<file path="src/rtl/key_ctrl_pkg.sv">
// Shared state encoding, default cycle constants and key levels for the attempt sequencer.
package key_ctrl_pkg;

  typedef enum logic [2:0] {
    ST_INIT,
    ST_IDLE,
    ST_COOLDOWN,
    ST_LOCKED,
    ST_OPEN
  } state_t;

  localparam int DEF_DEBOUNCE_CYCLES = 500000;
  localparam int DEF_COOLDOWN_CYCLES = 25000000;
  localparam int DEF_LOCKOUT_CYCLES  = 250000000;
  localparam int DEF_MAX_FAILS       = 3;

  localparam int TIMER_W = 28;

  localparam logic [2:0] KEY_IDLE = 3'b111;

  // Down-counter reload value: timer expires after exactly 'cycles' cycles in the state.
  function automatic logic [TIMER_W-1:0] timer_load(input int cycles);
    return TIMER_W'(cycles - 1);
  endfunction

endpackage

</file>
<file path="src/rtl/key_attempt_ctrl_if.sv">
// Button / key_checker signal bundle; master is the sequencer side, slave the board/checker side.
interface key_attempt_ctrl_if;

  logic [2:0]  key_raw;
  logic [2:0]  btn_out;
  logic        chk_rst;
  logic        chk_success;
  logic        chk_fail;
  logic        unlocked;
  logic        fail_flag;
  logic        locked;
  logic [3:0]  fail_cnt;
  logic [15:0] attempt_cnt;

  modport master (
    input  key_raw, chk_success, chk_fail,
    output btn_out, chk_rst, unlocked, fail_flag, locked, fail_cnt, attempt_cnt
  );

  modport slave (
    output key_raw, chk_success, chk_fail,
    input  btn_out, chk_rst, unlocked, fail_flag, locked, fail_cnt, attempt_cnt
  );

endinterface

</file>
<file path="src/rtl/key_debounce.sv">
// One-bit 2-flop synchronizer plus debounce counter; output follows the synced input after
// DEBOUNCE_CYCLES consecutive stable cycles (2 + DEBOUNCE_CYCLES from raw edge). Released = 1.
module key_debounce
  import key_ctrl_pkg::*;
#(
  parameter int DEBOUNCE_CYCLES = DEF_DEBOUNCE_CYCLES
) (
  input  logic clk,
  input  logic rst,
  input  logic i_key_raw,
  output logic o_key_deb
);

  localparam int CNT_W = (DEBOUNCE_CYCLES > 1) ? $clog2(DEBOUNCE_CYCLES) : 1;
  localparam logic [CNT_W-1:0] CNT_LAST = CNT_W'(DEBOUNCE_CYCLES - 1);

  logic             r_sync1;
  logic             r_sync2;
  logic             r_deb;
  logic [CNT_W-1:0] r_cnt;

  always_ff @(posedge clk or posedge rst) begin
    if (rst) begin
      r_sync1 <= 1'b1;
      r_sync2 <= 1'b1;
      r_deb   <= 1'b1;
      r_cnt   <= '0;
    end else begin
      r_sync1 <= i_key_raw;
      r_sync2 <= r_sync1;
      if (r_sync2 == r_deb) begin
        r_cnt <= '0;
      end else if (r_cnt == CNT_LAST) begin
        r_deb <= r_sync2;
        r_cnt <= '0;
      end else begin
        r_cnt <= r_cnt + 1'b1;
      end
    end
  end

  assign o_key_deb = r_deb;

endmodule

</file>
<file path="src/rtl/key_attempt_ctrl.sv">
// Attempt sequencer: debounces KEYs into key_checker, counts results, and applies
// cooldown after a failure, lockout after MAX_FAILS failures, and a terminal OPEN on success.
module key_attempt_ctrl
  import key_ctrl_pkg::*;
#(
  parameter int DEBOUNCE_CYCLES = DEF_DEBOUNCE_CYCLES,
  parameter int COOLDOWN_CYCLES = DEF_COOLDOWN_CYCLES,
  parameter int LOCKOUT_CYCLES  = DEF_LOCKOUT_CYCLES,
  parameter int MAX_FAILS       = DEF_MAX_FAILS
) (
  input logic               clk,
  input logic               rst,
  key_attempt_ctrl_if.master bus
);

  localparam logic [3:0] FAIL_LIMIT = 4'(MAX_FAILS);

  logic [2:0]         w_deb;
  logic               w_succ_edge;
  logic               w_fail_edge;
  logic [3:0]         w_fail_cnt_nxt;
  logic               w_keys_released;
  logic               w_timer_done;

  state_t             r_state;
  logic [TIMER_W-1:0] r_timer;
  logic               r_succ_q;
  logic               r_fail_q;
  logic               r_fwd_en;
  logic               r_chk_rst;
  logic               r_unlocked;
  logic               r_fail_flag;
  logic               r_locked;
  logic [3:0]         r_fail_cnt;
  logic [15:0]        r_attempt_cnt;

  for (genvar gi = 0; gi < 3; gi++) begin : g_deb
    key_debounce #(
      .DEBOUNCE_CYCLES(DEBOUNCE_CYCLES)
    ) u_deb (
      .clk       (clk),
      .rst       (rst),
      .i_key_raw (bus.key_raw[gi]),
      .o_key_deb (w_deb[gi])
    );
  end

  assign w_succ_edge     = bus.chk_success & ~r_succ_q;
  assign w_fail_edge     = bus.chk_fail & ~r_fail_q;
  assign w_fail_cnt_nxt  = r_fail_cnt + 4'd1;
  assign w_keys_released = (w_deb == KEY_IDLE);
  assign w_timer_done    = (r_timer == '0);

  always_ff @(posedge clk or posedge rst) begin
    if (rst) begin
      r_state       <= ST_INIT;
      r_timer       <= '0;
      r_succ_q      <= 1'b0;
      r_fail_q      <= 1'b0;
      r_fwd_en      <= 1'b0;
      r_chk_rst     <= 1'b1;
      r_unlocked    <= 1'b0;
      r_fail_flag   <= 1'b0;
      r_locked      <= 1'b0;
      r_fail_cnt    <= '0;
      r_attempt_cnt <= '0;
    end else begin
      // A checker held in reset cannot report, so its stale result levels are dropped.
      r_succ_q <= r_chk_rst ? 1'b0 : bus.chk_success;
      r_fail_q <= r_chk_rst ? 1'b0 : bus.chk_fail;

      case (r_state)
        ST_INIT: begin
          r_state   <= ST_IDLE;
          r_chk_rst <= 1'b0;
          r_fwd_en  <= 1'b1;
        end

        ST_IDLE: begin
          if (w_succ_edge) begin
            r_state       <= ST_OPEN;
            r_attempt_cnt <= r_attempt_cnt + 16'd1;
            r_unlocked    <= 1'b1;
            r_chk_rst     <= 1'b1;
            r_fwd_en      <= 1'b0;
          end else if (w_fail_edge) begin
            r_attempt_cnt <= r_attempt_cnt + 16'd1;
            r_fail_cnt    <= w_fail_cnt_nxt;
            r_chk_rst     <= 1'b1;
            r_fwd_en      <= 1'b0;
            r_fail_flag   <= 1'b1;
            if (w_fail_cnt_nxt == FAIL_LIMIT) begin
              r_state  <= ST_LOCKED;
              r_locked <= 1'b1;
              r_timer  <= timer_load(LOCKOUT_CYCLES);
            end else begin
              r_state <= ST_COOLDOWN;
              r_timer <= timer_load(COOLDOWN_CYCLES);
            end
          end
        end

        ST_COOLDOWN, ST_LOCKED: begin
          if (!w_timer_done) begin
            r_timer <= r_timer - 1'b1;
          end else begin
            if (r_state == ST_LOCKED) begin
              r_fail_cnt <= '0;
            end
            // Held keys must be let go first so a stuck press never counts as a new attempt.
            if (w_keys_released) begin
              r_state     <= ST_IDLE;
              r_chk_rst   <= 1'b0;
              r_fwd_en    <= 1'b1;
              r_fail_flag <= 1'b0;
              r_locked    <= 1'b0;
            end
          end
        end

        ST_OPEN: begin
          r_state <= ST_OPEN;
        end

        default: begin
          r_state   <= ST_INIT;
          r_chk_rst <= 1'b1;
          r_fwd_en  <= 1'b0;
        end
      endcase
    end
  end

  assign bus.btn_out     = r_fwd_en ? w_deb : KEY_IDLE;
  assign bus.chk_rst     = r_chk_rst;
  assign bus.unlocked    = r_unlocked;
  assign bus.fail_flag   = r_fail_flag;
  assign bus.locked      = r_locked;
  assign bus.fail_cnt    = r_fail_cnt;
  assign bus.attempt_cnt = r_attempt_cnt;

endmodule
</file>
<file path="src/flat_wrapper.sv">
// flat-port wrapper written by rule: the top's interface ports become plain ports
module key_attempt_ctrl_flat import key_ctrl_pkg::*;
#(
  parameter int DEBOUNCE_CYCLES = DEF_DEBOUNCE_CYCLES,
  parameter int COOLDOWN_CYCLES = DEF_COOLDOWN_CYCLES,
  parameter int LOCKOUT_CYCLES  = DEF_LOCKOUT_CYCLES,
  parameter int MAX_FAILS       = DEF_MAX_FAILS
)
  (clk, rst, bus_key_raw, bus_chk_success, bus_chk_fail, bus_btn_out, bus_chk_rst, bus_unlocked, bus_fail_flag, bus_locked, bus_fail_cnt, bus_attempt_cnt);
  key_attempt_ctrl_if bus_i ();
  input logic clk;
  input logic rst;
  input wire logic [$bits(bus_i.key_raw)-1:0] bus_key_raw;
  input wire logic [$bits(bus_i.chk_success)-1:0] bus_chk_success;
  input wire logic [$bits(bus_i.chk_fail)-1:0] bus_chk_fail;
  output wire logic [$bits(bus_i.btn_out)-1:0] bus_btn_out;
  output wire logic [$bits(bus_i.chk_rst)-1:0] bus_chk_rst;
  output wire logic [$bits(bus_i.unlocked)-1:0] bus_unlocked;
  output wire logic [$bits(bus_i.fail_flag)-1:0] bus_fail_flag;
  output wire logic [$bits(bus_i.locked)-1:0] bus_locked;
  output wire logic [$bits(bus_i.fail_cnt)-1:0] bus_fail_cnt;
  output wire logic [$bits(bus_i.attempt_cnt)-1:0] bus_attempt_cnt;
  assign bus_i.key_raw = bus_key_raw;
  assign bus_i.chk_success = bus_chk_success;
  assign bus_i.chk_fail = bus_chk_fail;
  assign bus_btn_out = bus_i.btn_out;
  assign bus_chk_rst = bus_i.chk_rst;
  assign bus_unlocked = bus_i.unlocked;
  assign bus_fail_flag = bus_i.fail_flag;
  assign bus_locked = bus_i.locked;
  assign bus_fail_cnt = bus_i.fail_cnt;
  assign bus_attempt_cnt = bus_i.attempt_cnt;
  key_attempt_ctrl #(.DEBOUNCE_CYCLES(DEBOUNCE_CYCLES), .COOLDOWN_CYCLES(COOLDOWN_CYCLES), .LOCKOUT_CYCLES(LOCKOUT_CYCLES), .MAX_FAILS(MAX_FAILS)) u_core (.clk(clk), .rst(rst), .bus(bus_i));
endmodule
</file>
<file path="config.mk">
export PLATFORM = sky130hd
export DESIGN_NAME = key_attempt_ctrl_flat
export DESIGN_NICKNAME = d
export VERILOG_FILES = /design/src/rtl/key_ctrl_pkg.sv /design/src/rtl/key_attempt_ctrl_if.sv /design/src/rtl/key_debounce.sv /design/src/rtl/key_attempt_ctrl.sv /design/src/flat_wrapper.sv
export SDC_FILE = /design/constraint.sdc
export NUM_CORES = 1
export LEC_CHECK = 0
export ABC_CLOCK_PERIOD_IN_PS = 3300
export CORE_MARGIN = 10
export CORE_UTILIZATION = 30
export DETAILED_ROUTE_END_ITERATION = 8
export PLACE_DENSITY = 0.52
export SYNTH_ARGS = -nofsm -noshare
export SYNTH_HDL_FRONTEND = slang
export SYNTH_HIERARCHICAL = 1
export SYNTH_SLANG_ARGS = --single-unit
</file>
<file path="constraint.sdc">
create_clock -name clk -period 3.3 [get_ports clk]
set_input_delay 0.66 -clock clk [delete_from_list [all_inputs] [get_ports clk]]
set_output_delay 0.66 -clock clk [all_outputs]
set_load 0.01 [all_outputs]
</file>
# Word level (Yosys, flattened, before mapping)
# Cells that the tools add are included.
# totals
ff_bits	124
in_bits	7
out_inout_bits	27
word_cells	116
# op_classes
addsub	6
n_eq_ne	20
n_mux	43
bitwise	8
reduce_logical	16
# ops
cell	count
$mux 19	6
$mux 28	4
$add 19x1->19 const B	3
$eq 19x19->1 const B	3
$pmux 28 s2	1
$mux 16	2
$logic_not 28->1	1
$sub 28x1->28 const B	1
$add 16x1->16 const B	1
$mux 4	4
$mux 1	15
$mux 3	5
$pmux 3 s4	1
$ne 2x1->1 const B	5
$reduce_and 2->1	5
$reduce_and 5->1	2
$pmux 1 s4	2
$pmux 4 s2	1
$reduce_and 4->1	2
$eq 3x2->1 const B	2
$eq 3x3->1 const B	2
$not 1->1	6
$reduce_and 6->1	1
$add 4x1->4 const B	1
11 further kinds	17

# Longest topological paths before layout
# Gate-level depths: netlist (run 1).
# logic_depth
ltp_word	6
ltp_mapped	9
mapped_depth_nobuf	7

# Cells and area by module
# Netlist (run 1), hierarchy kept.
# by_module_without_submodules
module	instances	cells_each	area_each_um2	seq_area_each_um2
key_attempt_ctrl	1	321	3076.7	1452.6
key_debounce (u_core.g_deb[0].u_deb ...)	2	103	1094.8	554.3
key_debounce (u_core.g_deb[2].u_deb)	1	104	1077.3	554.3

# Worst setup path before layout (run 1)
# No wires, ideal clock.
# synth_timing
path_type	register to register
start	register u_core.r_timer[14]
end	register u_core.r_timer[2]
setup_ps	135
arrival_ps	2293
required_ps	3165
slack_ps	872
stages_incl_launch_ff	8
n_path_buf	2
period_less_slack_ps	2428
cell_sequence	dfrtp_1 or4_4 or4b_4 o31a_1 buf_6 buf_6 a211oi_1 a31oi_1
# synth_via
elab_chain_len	3
# synth_rtl
element	line_no	text
start: declaration	key_attempt_ctrl.sv:26	logic [TIMER_W-1:0] r_timer;
start signal: assignment	key_attempt_ctrl.sv:95	r_timer <= timer_load(LOCKOUT_CYCLES);
start signal: assignment	key_attempt_ctrl.sv:98	r_timer <= timer_load(COOLDOWN_CYCLES);
start signal: assignment	key_attempt_ctrl.sv:105	r_timer <= r_timer - 1'b1;
$logic_not 28->1	key_attempt_ctrl.sv:52	assign w_timer_done = (r_timer == '0);
$ne 2x2->1 (no line)	n/a	
$reduce_and 4->1 (no line)	n/a	
# Every way passes these cells.
# A chain may end at the register's enable or synchronous reset.

# Final worst setup path (run 1)
# layout_timing
start	register u_core.r_timer[14]
end	register u_core.r_timer[15]
# layout_via
elab_chain_len	3
word_cells_on_any_way	6
classes_between	add/sub: 1; eq/ne: 1; mux: 2; reduce/logical: 2
# layout_rtl
element	line_no
$sub 28x1->28 or $logic_not 28->1 (tied branches)	key_attempt_ctrl.sv:105, key_attempt_ctrl.sv:52
$mux 28 or $ne 2x2->1 (tied branches)	n/a
$pmux 28 s2 or $reduce_and 4->1 (tied branches)	n/a
# Several ways; a longest one is shown, not always the timed one. The select of a mux whose other input is x is not followed.

==> impl_metrics.ini, run 1 <==
[run_status]
status = completed

[floorplan]
std_cell_rows = 53
core_area_sq_um = 20890
num_io_pins = 34
die_area_sq_um = 27360
die_height_um = 165.4
die_w_um = 165.4
start_util_pct = 30.37

[worst_setup_path]
end_kind = register
cp.required_ns = 3.63
cp_data_arrival_time_ns = 3.13
path_max_fanout = 19
r2r_setup_slack_ns = 0.50
crit_path_start_kind = register
crit_type = register to register

[sta]
slew_headroom_pct = 37.44
hold_viol_final = 0
rsz0062_at_grt = false
worstMarginPinSlew_ns = 0.9352
setup_viol = 0
fmax_mhz = 357.1
skew_ns = 0.008265
min_period_ns = 2.800
drv_slew = 0
tns_ns = 0
finalCritPeriodShare_pct = 84.86

[detailed_routing]
vias = 4826
routed_wl_mm = 14.20
ant_nets = 0
routedWlPerCell_um = 14.83
drtPass1Iterations = 4
viasPerCell = 5.043
drt_iter0_drc = 285
drc = 0

[yosys]
synth_area_sq_um = 6344
synth_top_family_by_area = simple AND/OR/NAND/NOR gates
yosysMostFrequentCell = dfrtp_1
ys_seq_elements = 124
syn_area_per_cell_sq_um = 10.05
synth_compound_area_share_pct = 9.566
synth_simple_gate_area_share_pct = 25.64
synth_common_cells = dfrtp_1 (114), nor2_1 (78), nand2_1 (48)
yosysSeqAreaShare_pct = 49.11
synth_fp_nets = 646
synth_edf_count = 0
synth_area_leader_cell = dfrtp_1
synthAdderAreaFrac_pct = 1.578
yosysUniqueCellTypes = 63
synth_top_area_share_pct = 44.97
netlist_instances = 631
synthTopCellsByArea = dfrtp_1 (45%), xnor2_1 (5.4%), nor2_1 (4.6%), xor2_1 (4.3%), dfstp_2 (4.1%)
synthXorXnorAreaFrac_pct = 9.665
synthesis.yosys.warnings = 6
async_flop_share_pct = 100.0
ys.flop_type = dfrtp_1
synthMuxAreaShare_pct = 1.006

[finish]
num_antenna_cells = 0
drive_above_1_share_pct = 10.56
areaGrowthSynthToFinish_pct = 19.15
nets = 684
utilization_pct = 36.18

[worst_hold_path]
min_path_type = register to register

[clock_tree]
cts_resized = 0
cts_made_buffers = 17
cts_root_buf = clkbuf_16
htree_levels = 4
clk_latency_ns = 0.42
clkTransAtPathRegs_ns = 0.06
tritoncts = built
cts_hold_buf = 0
clkSinkCount = 124
clockBufferDepth = 2
cts_setup_buffers = 0

[pwr]
p_comb_share_pct = 2.0
clkPwrFrac_pct = 55.5
leakage_nw = 3.049
ir_worst_vdd_mv = 0.2940
seq_power_share_pct = 42.5
power_density_nw_per_um2 = 482.8
p_sw_share_pct = 20.08
p_int_mw = 2.916
switchingPower_mw = 0.7329

[flow_run]
drv_cap = 0

[global_route]
overflow = 0
grt_antenna_before_repair = 0
grt_pass1_vias = 4886
grt_first_pass_wirelength_mm = 24.20
grt_max_degree = 23
gr-usage-all-layers_pct = 10.98

[placed_design]
port_buffers = 33
gp_congestion = 0.8375
dp_hpwl_mm = 10.04
[layout by cell type, fill, tap and decap left out, drive strengths merged, types with 5 or more instances in the layout]
cell type / Yosys / final
or2: 7 / 7
nor4: 18 / 18
nand2b: 7 / 7
a21oi: 26 / 26
nor3: 14 / 14
or3: 10 / 10
o31ai: 7 / 7
nand2: 48 / 48
and4: 9 / 9
and3: 11 / 11
dfrtp: 114 / 114
a211oi: 5 / 5
xnor2: 39 / 39
nand4: 20 / 20
or4b: 7 / 7
buf: 10 / 8
nand4b: 6 / 6
o21ai: 20 / 20
or4: 9 / 9
nor2: 79 / 79
a31oi: 5 / 5
xor2: 31 / 31
dfstp: 10 / 10
mux2: 5 / 5
nor2b: 8 / 8
clkbuf: 12 / 21
bufinv: 0 / 5
clkdlybuf4s50: 0 / 33
inv: 15 / 15
ha: 8 / 8
and2: 6 / 6
nand3: 35 / 35
[worst max-delay path, stage by stage (launching register included)]
cell      delay [ns]
dfrtp_1         0.41
or4_4           0.59
or4b_4          0.59
o31a_1          0.52
nor2_2          0.33
o21ai_0         0.16
o211ai_1        0.12
[through the flow]
step	power [mW]	instances	setup slack (ns)	hold WS [ns]	instance area (sq um)
4_1_cts	3.712	957	0.5416	0.3529	7559
3_3_place_gp	1.651	925	0.5708	0.3501	6917
2_1_floorplan	1.632	631	0.8722	0.3452	6344
3_5_place_dp	1.653	925	0.5520	0.3492	6917
6_report	3.649	957	0.4997	0.3514	7559
5_1_grt	3.799	957	0.3811	0.3553	7559
[final cells by class]
cell class | count | area, sq um
flip-flops and latches | 124 | 3115
inverters | 15 | 56.30
repair buffers | 41 | 390.4
well taps | 275 | 344.1
clock inverters | 11 | 191.4
fillers | 2070 | 13330
clock buffers | 21 | 450.4
multi-input cells | 470 | 3010
[cells by family (layout without fill, tap and decap cells)]
family,after synthesis,in the layout
compound gates,89,89
simple gates,298,298
xor+xnor,70,70
buf+inv,37,88
fa+ha+maj,8,8
mux,5,5
flops,124,124
[sequential cells by signal (all words and copies together) (netlist names)]
register	cells
u_core/g_deb.u_deb/r_sync2	3
u_core/bus.unlocked	1
u_core/bus.attempt_cnt	16
u_core/bus.fail_cnt	4
u_core/r_state	3
u_core/r_succ_q	1
u_core/r_timer	28
u_core/bus.chk_rst	1
u_core/g_deb.u_deb/r_cnt	57
u_core/bus.fail_flag	1
u_core/bus.locked	1
u_core/g_deb.u_deb/o_key_deb	3
u_core/g_deb.u_deb/r_sync1	3
u_core/r_fwd_en	1
u_core/r_fail_q	1
[worst paths after layout]
check | from | endpoint | cells past startpoint
worst max-delay path | u_core/r_timer[14] | u_core/r_timer[15] | 6
max in group asynchronous | rst | u_core/bus.chk_rst | 3
worst max register to register | u_core/r_timer[14] | u_core/r_timer[15] | 6
worst min register to register | u_core/g_deb[1].u_deb/r_sync1 | u_core/g_deb[1].u_deb/r_sync2 | 0
worst min-delay path | u_core/g_deb[1].u_deb/r_sync1 | u_core/g_deb[1].u_deb/r_sync2 | 0
min in group asynchronous | rst | u_core/r_timer[21] | 2
[power groups by stage]
| stage | Sequential (mW) | Combinational, mW | Clock, mW |
|---|---|---|---|
| after floorplan | 1.57 | 0.0595 | 0 |
| after global placement | 1.57 | 0.0758 | 0 |
| after detailed placement | 1.58 | 0.0773 | 0 |
| after CTS | 1.55 | 0.0779 | 2.08 |
| after global routing | 1.55 | 0.0869 | 2.16 |
| final | 1.55 | 0.0739 | 2.03 |
[routing by layer]
metal / up-vias / track usage, % / share of wire, %
met5: - / 0 / 0
met4: 0 / 5.906 / 2.8
met3: 28 / 3.223 / 5.1
met2: 106 / 16.55 / 45
met1: 2362 / 13.90 / 47
li1: 2330 / - / -
(Power assumes the default switching activity.)
==> run 2: changes to the inputs <==
--- a/config.mk
+++ b/config.mk
@@ -5,11 +5,11 @@
 export SDC_FILE = /design/constraint.sdc
 export NUM_CORES = 1
 export LEC_CHECK = 0
-export ABC_CLOCK_PERIOD_IN_PS = 3300
+export ABC_CLOCK_PERIOD_IN_PS = 2350
 export CORE_MARGIN = 10
 export CORE_UTILIZATION = 30
 export DETAILED_ROUTE_END_ITERATION = 8
-export PLACE_DENSITY = 0.52
+export PLACE_DENSITY = 0.53
 export SYNTH_ARGS = -nofsm -noshare
 export SYNTH_HDL_FRONTEND = slang
 export SYNTH_HIERARCHICAL = 1
==> constraint.sdc (replaced) <==
create_clock -name clk -period 2.35 [get_ports clk]
set_input_delay 0.47 -clock clk [delete_from_list [all_inputs] [get_ports clk]]
set_output_delay 0.47 -clock clk [all_outputs]
set_load 0.01 [all_outputs]
==> impl_metrics.ini, run 2 (synthesis gave the netlist of run 1 again) <==
[worst_setup_path]
slowest_stage = or4b_4
end_kind = register
cp_data_arrival_time_ns = 2.91
path_max_fanout = 6
crit_type = register to register
crit_path_start_kind = register
critical_path.cell_chain = or4_4, or4b_4, buf_6, o31a_1, buf_4, nor2_4, nor2_1, o21a_1
critPathMaxStageDelay_ns = 0.56
cp.required_ns = 2.65

[sta]
fmax_mhz = 383.9
holdWs_ns = 0.3542
rsz0062_at_grt = true
tns_ns = -5.605
setup_ws_ns = -0.2551
slew_headroom_pct = 62.82
skew_ns = 0.01167
worstMarginPinSlew_ns = 0.5577
finalCritPeriodShare_pct = 110.9
min_period_ns = 2.605
hold_viol_final = 0
drv_slew = 0
setup_viol = 38

[run_status]
status = finished with violations
violations = setup timing

[clock_tree]
clkTransAtPathRegs_ns = 0.06
htree_levels = 4
clkSinkCount = 124
clockBufferDepth = 2
clk_latency_ns = 0.41
cts_hold_buf = 0
cts_root_buf = clkbuf_16
cts_made_buffers = 17
tritoncts = built

[finish]
multi_input_area_sq_um = 3126
largest_reg_flops = 57
stdcell_area_sq_um = 8132
nets = 744
fillers = 2023
regMostFlops = u_core/g_deb.u_deb/r_cnt
areaGrowthSynthToFinish_pct = 28.19
stdcell_count = 1017
final_common_cell = dfrtp_1
num_antenna_cells = 0
layout_common_cells = dfrtp_1 (114), nor2_1 (76), buf_4 (54)
drive_above_1_share_pct = 20.89
utilization_pct = 38.93
seqCellArea_sq_um = 3115

[global_route]
grt_max_degree = 59
grt_antenna_before_repair = 0
overflow = 0
grt_first_pass_wirelength_mm = 25.50
gr-usage-all-layers_pct = 11.52
grt_pass1_vias = 5111

[detailed_routing]
viasPerCell = 4.926
drc = 0
drt_iter0_drc = 233
vias = 5010
ant_nets = 0
drtPass1Iterations = 4
routedWlPerCell_um = 14.84
routed_wl_mm = 15.09

[floorplan]
std_cell_rows = 53
core_area_sq_um = 20890
die_height_um = 165.4
die_area_sq_um = 27360
num_io_pins = 34
start_util_pct = 30.37
die_w_um = 165.4

[pwr]
ir_worst_vdd_mv = 0.3751
power_density_nw_per_um2 = 598.7
leakage_nw = 3.372

[placed_design]
place_area_sq_um = 7297
port_buffers = 33
dp.cells = 974
dp_hpwl_mm = 10.80
gp_congestion = 0.7953

[flow_run]
drv_cap = 0

[worst_hold_path]
min_path_type = register to register
run 2: report_power, final:
part	internal [mW]	switching, mW	leakage [nW]
combinational	0.0379	0.0759	1.49
clock	1.64	0.942	0.289
sequential	2.16	0.0170	1.59
total	3.83	1.03	3.37
run 2: per-layer routing:
| metal | part of all wire (%) | wire length (um) | vias to the layer above | GRT usage [%] |
|---|---|---|---|---|
| li1 | - | - | 2445 | - |
| met1 | 47 | 7137 | 2475 | 14.70 |
| met2 | 47 | 7016 | 85 | 17.99 |
| met3 | 5.6 | 843 | 5 | 4.065 |
| met4 | 0.60 | 91 | 0 | 3.472 |
| met5 | 0 | 0 | - | 0 |
run 2: cell type report:
cell class	instances	share of cell area [%]
Timing Repair Buffer	101	11.09
Clock inverter	11	1.446
Tap cell	275	4.231
Clock buffer	21	5.786
Inverter	15	0.6924
Sequential cell	124	38.31
Multi-Input combinational cell	470	38.44
run 2: worst max-delay path: cells and delay by family (launching register included):
family	cells	cell delay [ns]
flip-flops	1	0.38
buffers and inverters	2	0.30
AO/OA/AOI/OAI	2	0.46
AND/OR/NAND/NOR	4	1.36
run 2: what timing repair did:
action,in CTS,in global routing
resized for setup,20,26
pin swaps,16,14
buffers inserted,6,4
setup endpoints to repair,36,38
gates cloned,1,0
run 2: through the flow:
step	total power, mW	setup WS (ns)
finish	4.868	-0.2551
detailed placement	2.332	-0.2723
floorplan	2.292	-0.05183
global placement	2.326	-0.1818
CTS	4.938	-0.2133
global route	5.052	-0.3139
run 2: final timing paths:
check,from,depth (start not counted),endpoint,slack (ns)
setup / recovery,u_core/r_timer[13],8,u_core/r_timer[19],-0.26
hold / removal,u_core/g_deb[2].u_deb/r_sync1,0,u_core/g_deb[2].u_deb/r_sync2,0.35
hold reg to reg,u_core/g_deb[2].u_deb/r_sync1,0,u_core/g_deb[2].u_deb/r_sync2,0.35
max in group asynchronous,rst,3,u_core/g_deb[2].u_deb/r_cnt[0],1.32
setup reg to reg,u_core/r_timer[13],8,u_core/r_timer[19],-0.26
min in group asynchronous,rst,2,u_core/g_deb[2].u_deb/r_cnt[4],0.52
==> run 3: changes to the inputs <==
--- a/config.mk
+++ b/config.mk
@@ -5,6 +5,7 @@
 export SDC_FILE = /design/constraint.sdc
 export NUM_CORES = 1
 export LEC_CHECK = 0
+export ABC_AREA = 1
 export ABC_CLOCK_PERIOD_IN_PS = 2350
 export CORE_MARGIN = 10
 export CORE_UTILIZATION = 30
==> impl_metrics.ini, run 3 <==
[finish]
areaGrowthSynthToFinish_pct = 19.91
drive_above_1_share_pct = 15.32
layout_common_cells = nand2_1 (201), nor2_1 (172), dfrtp_1 (114)
regMostFlops = u_core/g_deb.u_deb/r_cnt
final_common_cell = nand2_1
nets = 1007
fillers = 2488
num_antenna_cells = 0
utilization_pct = 36.60
largest_reg_flops = 57

[clock_tree]
tritoncts = built
cts_resized = 0
cts_made_buffers = 17
htree_levels = 4
cts_root_buf = clkbuf_16
clockBufferDepth = 2
clk_latency_ns = 0.42
cts_hold_buf = 0
clkSinkCount = 124
clkTransAtPathRegs_ns = 0.06
cts_setup_buffers = 0

[worst_hold_path]
min_path_type = register to register
holdPathStages = 0

[sta]
rsz0062_at_grt = false
min_period_ns = 2.139
setup_viol = 0
finalCritPeriodShare_pct = 91.01
tns_ns = 0
fmax_mhz = 467.6
skew_ns = 0.007627
worstMarginPinSlew_ns = 0.4808
hold_viol_final = 0
drv_slew = 0
slew_headroom_pct = 67.83

[worst_setup_path]
critical_path.cell_chain = inv_1, nand2_1, clkdlybuf4s50_1
cp_data_arrival_time_ns = 1.67
reg2reg_depth = 11
crit_type = register to primary output
cp.required_ns = 1.88
end_kind = primary output
crit_path_start_kind = register
path_max_fanout = 4
critPathMaxStageDelay_ns = 0.57
slowest_stage = dfstp_2

[pwr]
power_density_nw_per_um2 = 847.9
p_int_mw = 4.912
p_comb_share_pct = 22.7
p_sw_share_pct = 32.58
clkPwrFrac_pct = 36.8
ir_worst_vdd_mv = 0.4808
leakage_nw = 3.725
seq_power_share_pct = 40.5
switchingPower_mw = 2.373

[placed_design]
gp_congestion = 0.8526
port_buffers = 33
dp_hpwl_mm = 12.39

[detailed_routing]
ant_nets = 0
vias = 5909
routedWlPerCell_um = 12.62
drc = 0
drtPass1Iterations = 5
drt_iter0_drc = 397
routed_wl_mm = 16.71
viasPerCell = 4.463

[flow_run]
drv_cap = 0

[floorplan]
core_area_sq_um = 23470
die_area_sq_um = 30470
die_height_um = 174.6
num_io_pins = 34
start_util_pct = 30.53
die_w_um = 174.6
std_cell_rows = 56

[yosys]
synth_area_leader_cell = dfrtp_1
yosysSeqAreaShare_pct = 43.48
synthesis.yosys.warnings = 6
async_flop_share_pct = 100.0
synth_common_cells = nand2_1 (201), nor2_1 (172), dfrtp_1 (114)
ys.flop_type = dfrtp_1
synth_edf_count = 0
syn_area_per_cell_sq_um = 7.697
synthTopCellsByArea = dfrtp_1 (40%), nand2_1 (11%), nor2_1 (9.0%), inv_1 (5.9%), nand3_1 (5.2%)
synth_fp_nets = 946
ys_seq_elements = 124
synth_area_sq_um = 7166
yosysMostFrequentCell = nand2_1
synth_top_area_share_pct = 39.81
netlist_instances = 931
yosysUniqueCellTypes = 38

[run_status]
status = completed

[global_route]
overflow = 0
grt_first_pass_wirelength_mm = 28.84
grt_antenna_before_repair = 0
grt_max_degree = 27
grt_pass1_vias = 5915
gr-usage-all-layers_pct = 11.48
run 3: cell types whose count changed in the layout (fill, tap and decap cells not counted), moves of 14 or more:
cell / delta
buf_4: -39
inv_1: +98
nor2_4: +14
nor2_1: +96
nand2_2: +22
xnor2_1: -24
nor2_2: +16
nand3_1: +42
nand2_1: +154
run 3: logic make-up after synthesis:
family | Yosys count | share of synthesized area [%]
and+or+nand+nor | 546 | 35.39
buffers and inverters | 129 | 7.142
DFF | 124 | 43.48
AOI/OAI and AO/OA | 79 | 6.775
xor gates and xnor gates | 45 | 5.815
adders and majority gates | 8 | 1.397
run 3: path summary, 6_finish.rpt:
check / from / end / slack, ns
worst min register to register: u_core/g_deb[2].u_deb/r_sync1 / u_core/g_deb[2].u_deb/r_sync2 / 0.35
worst min-delay path: u_core/g_deb[2].u_deb/r_sync1 / u_core/g_deb[2].u_deb/r_sync2 / 0.35
worst max register to register: u_core/r_timer[0] / u_core/r_timer[26] / 0.39
worst max-delay path: u_core/g_deb[0].u_deb/o_key_deb / bus_btn_out[0] / 0.21
max in group asynchronous: rst / u_core/bus.fail_flag / 1.29
min in group asynchronous: rst / u_core/r_timer[19] / 0.46
run 3: metrics by stage:
step           instances  hold WS (ns)  power [mW]  setup WS [ns]  instance area, sq um
2_1_floorplan        931        0.3452       4.021         0.4537                  7166
3_3_place_gp        1292        0.3467       4.633         0.1685                  7990
3_5_place_dp        1292        0.3475       4.642         0.1210                  7990
4_1_cts             1324        0.3559       7.384         0.1907                  8592
5_1_grt             1324        0.3570       7.800         0.1512                  8592
6_report            1324        0.3545       7.285         0.2113                  8592
run 3: power groups by stage:
stage	Sequential, mW	Clock, mW	Combinational, mW
final	2.95	2.68	1.65
after global routing	3.02	2.88	1.91
after CTS	2.95	2.76	1.67
after detailed placement	2.98	0	1.66
after global placement	2.99	0	1.64
after floorplan	2.87	0	1.15
run 3: area by class of cell:
type | count | area, sq um | share of cell area (%)
multi-input combinational | 678 | 3538 | 41.18
sequential | 124 | 3115 | 36.26
timing repair buffer | 50 | 483.0 | 5.621
clock buffer | 20 | 456.7 | 5.315
inverter | 121 | 454.2 | 5.286
tap | 319 | 399.1 | 4.645
clock inverter | 12 | 145.1 | 1.689
run 3: critical path: cells and delay by family, from the launching register on:
kind / cells / cell delay [ns]
simple gates: 1 / 0.08
buf+inv: 2 / 0.60
flops: 1 / 0.57
run 3: routing by layer:
| layer | global-route usage, % | wire, um | up-vias |
|---|---|---|---|
| li1 | - | - | 3058 |
| met2 | 18.29 | 7633 | 90 |
| met4 | 4.380 | 271 | 0 |
| met3 | 3.055 | 675 | 19 |
| met5 | 0 | 0 | - |
| met1 | 14.55 | 8124 | 2742 |
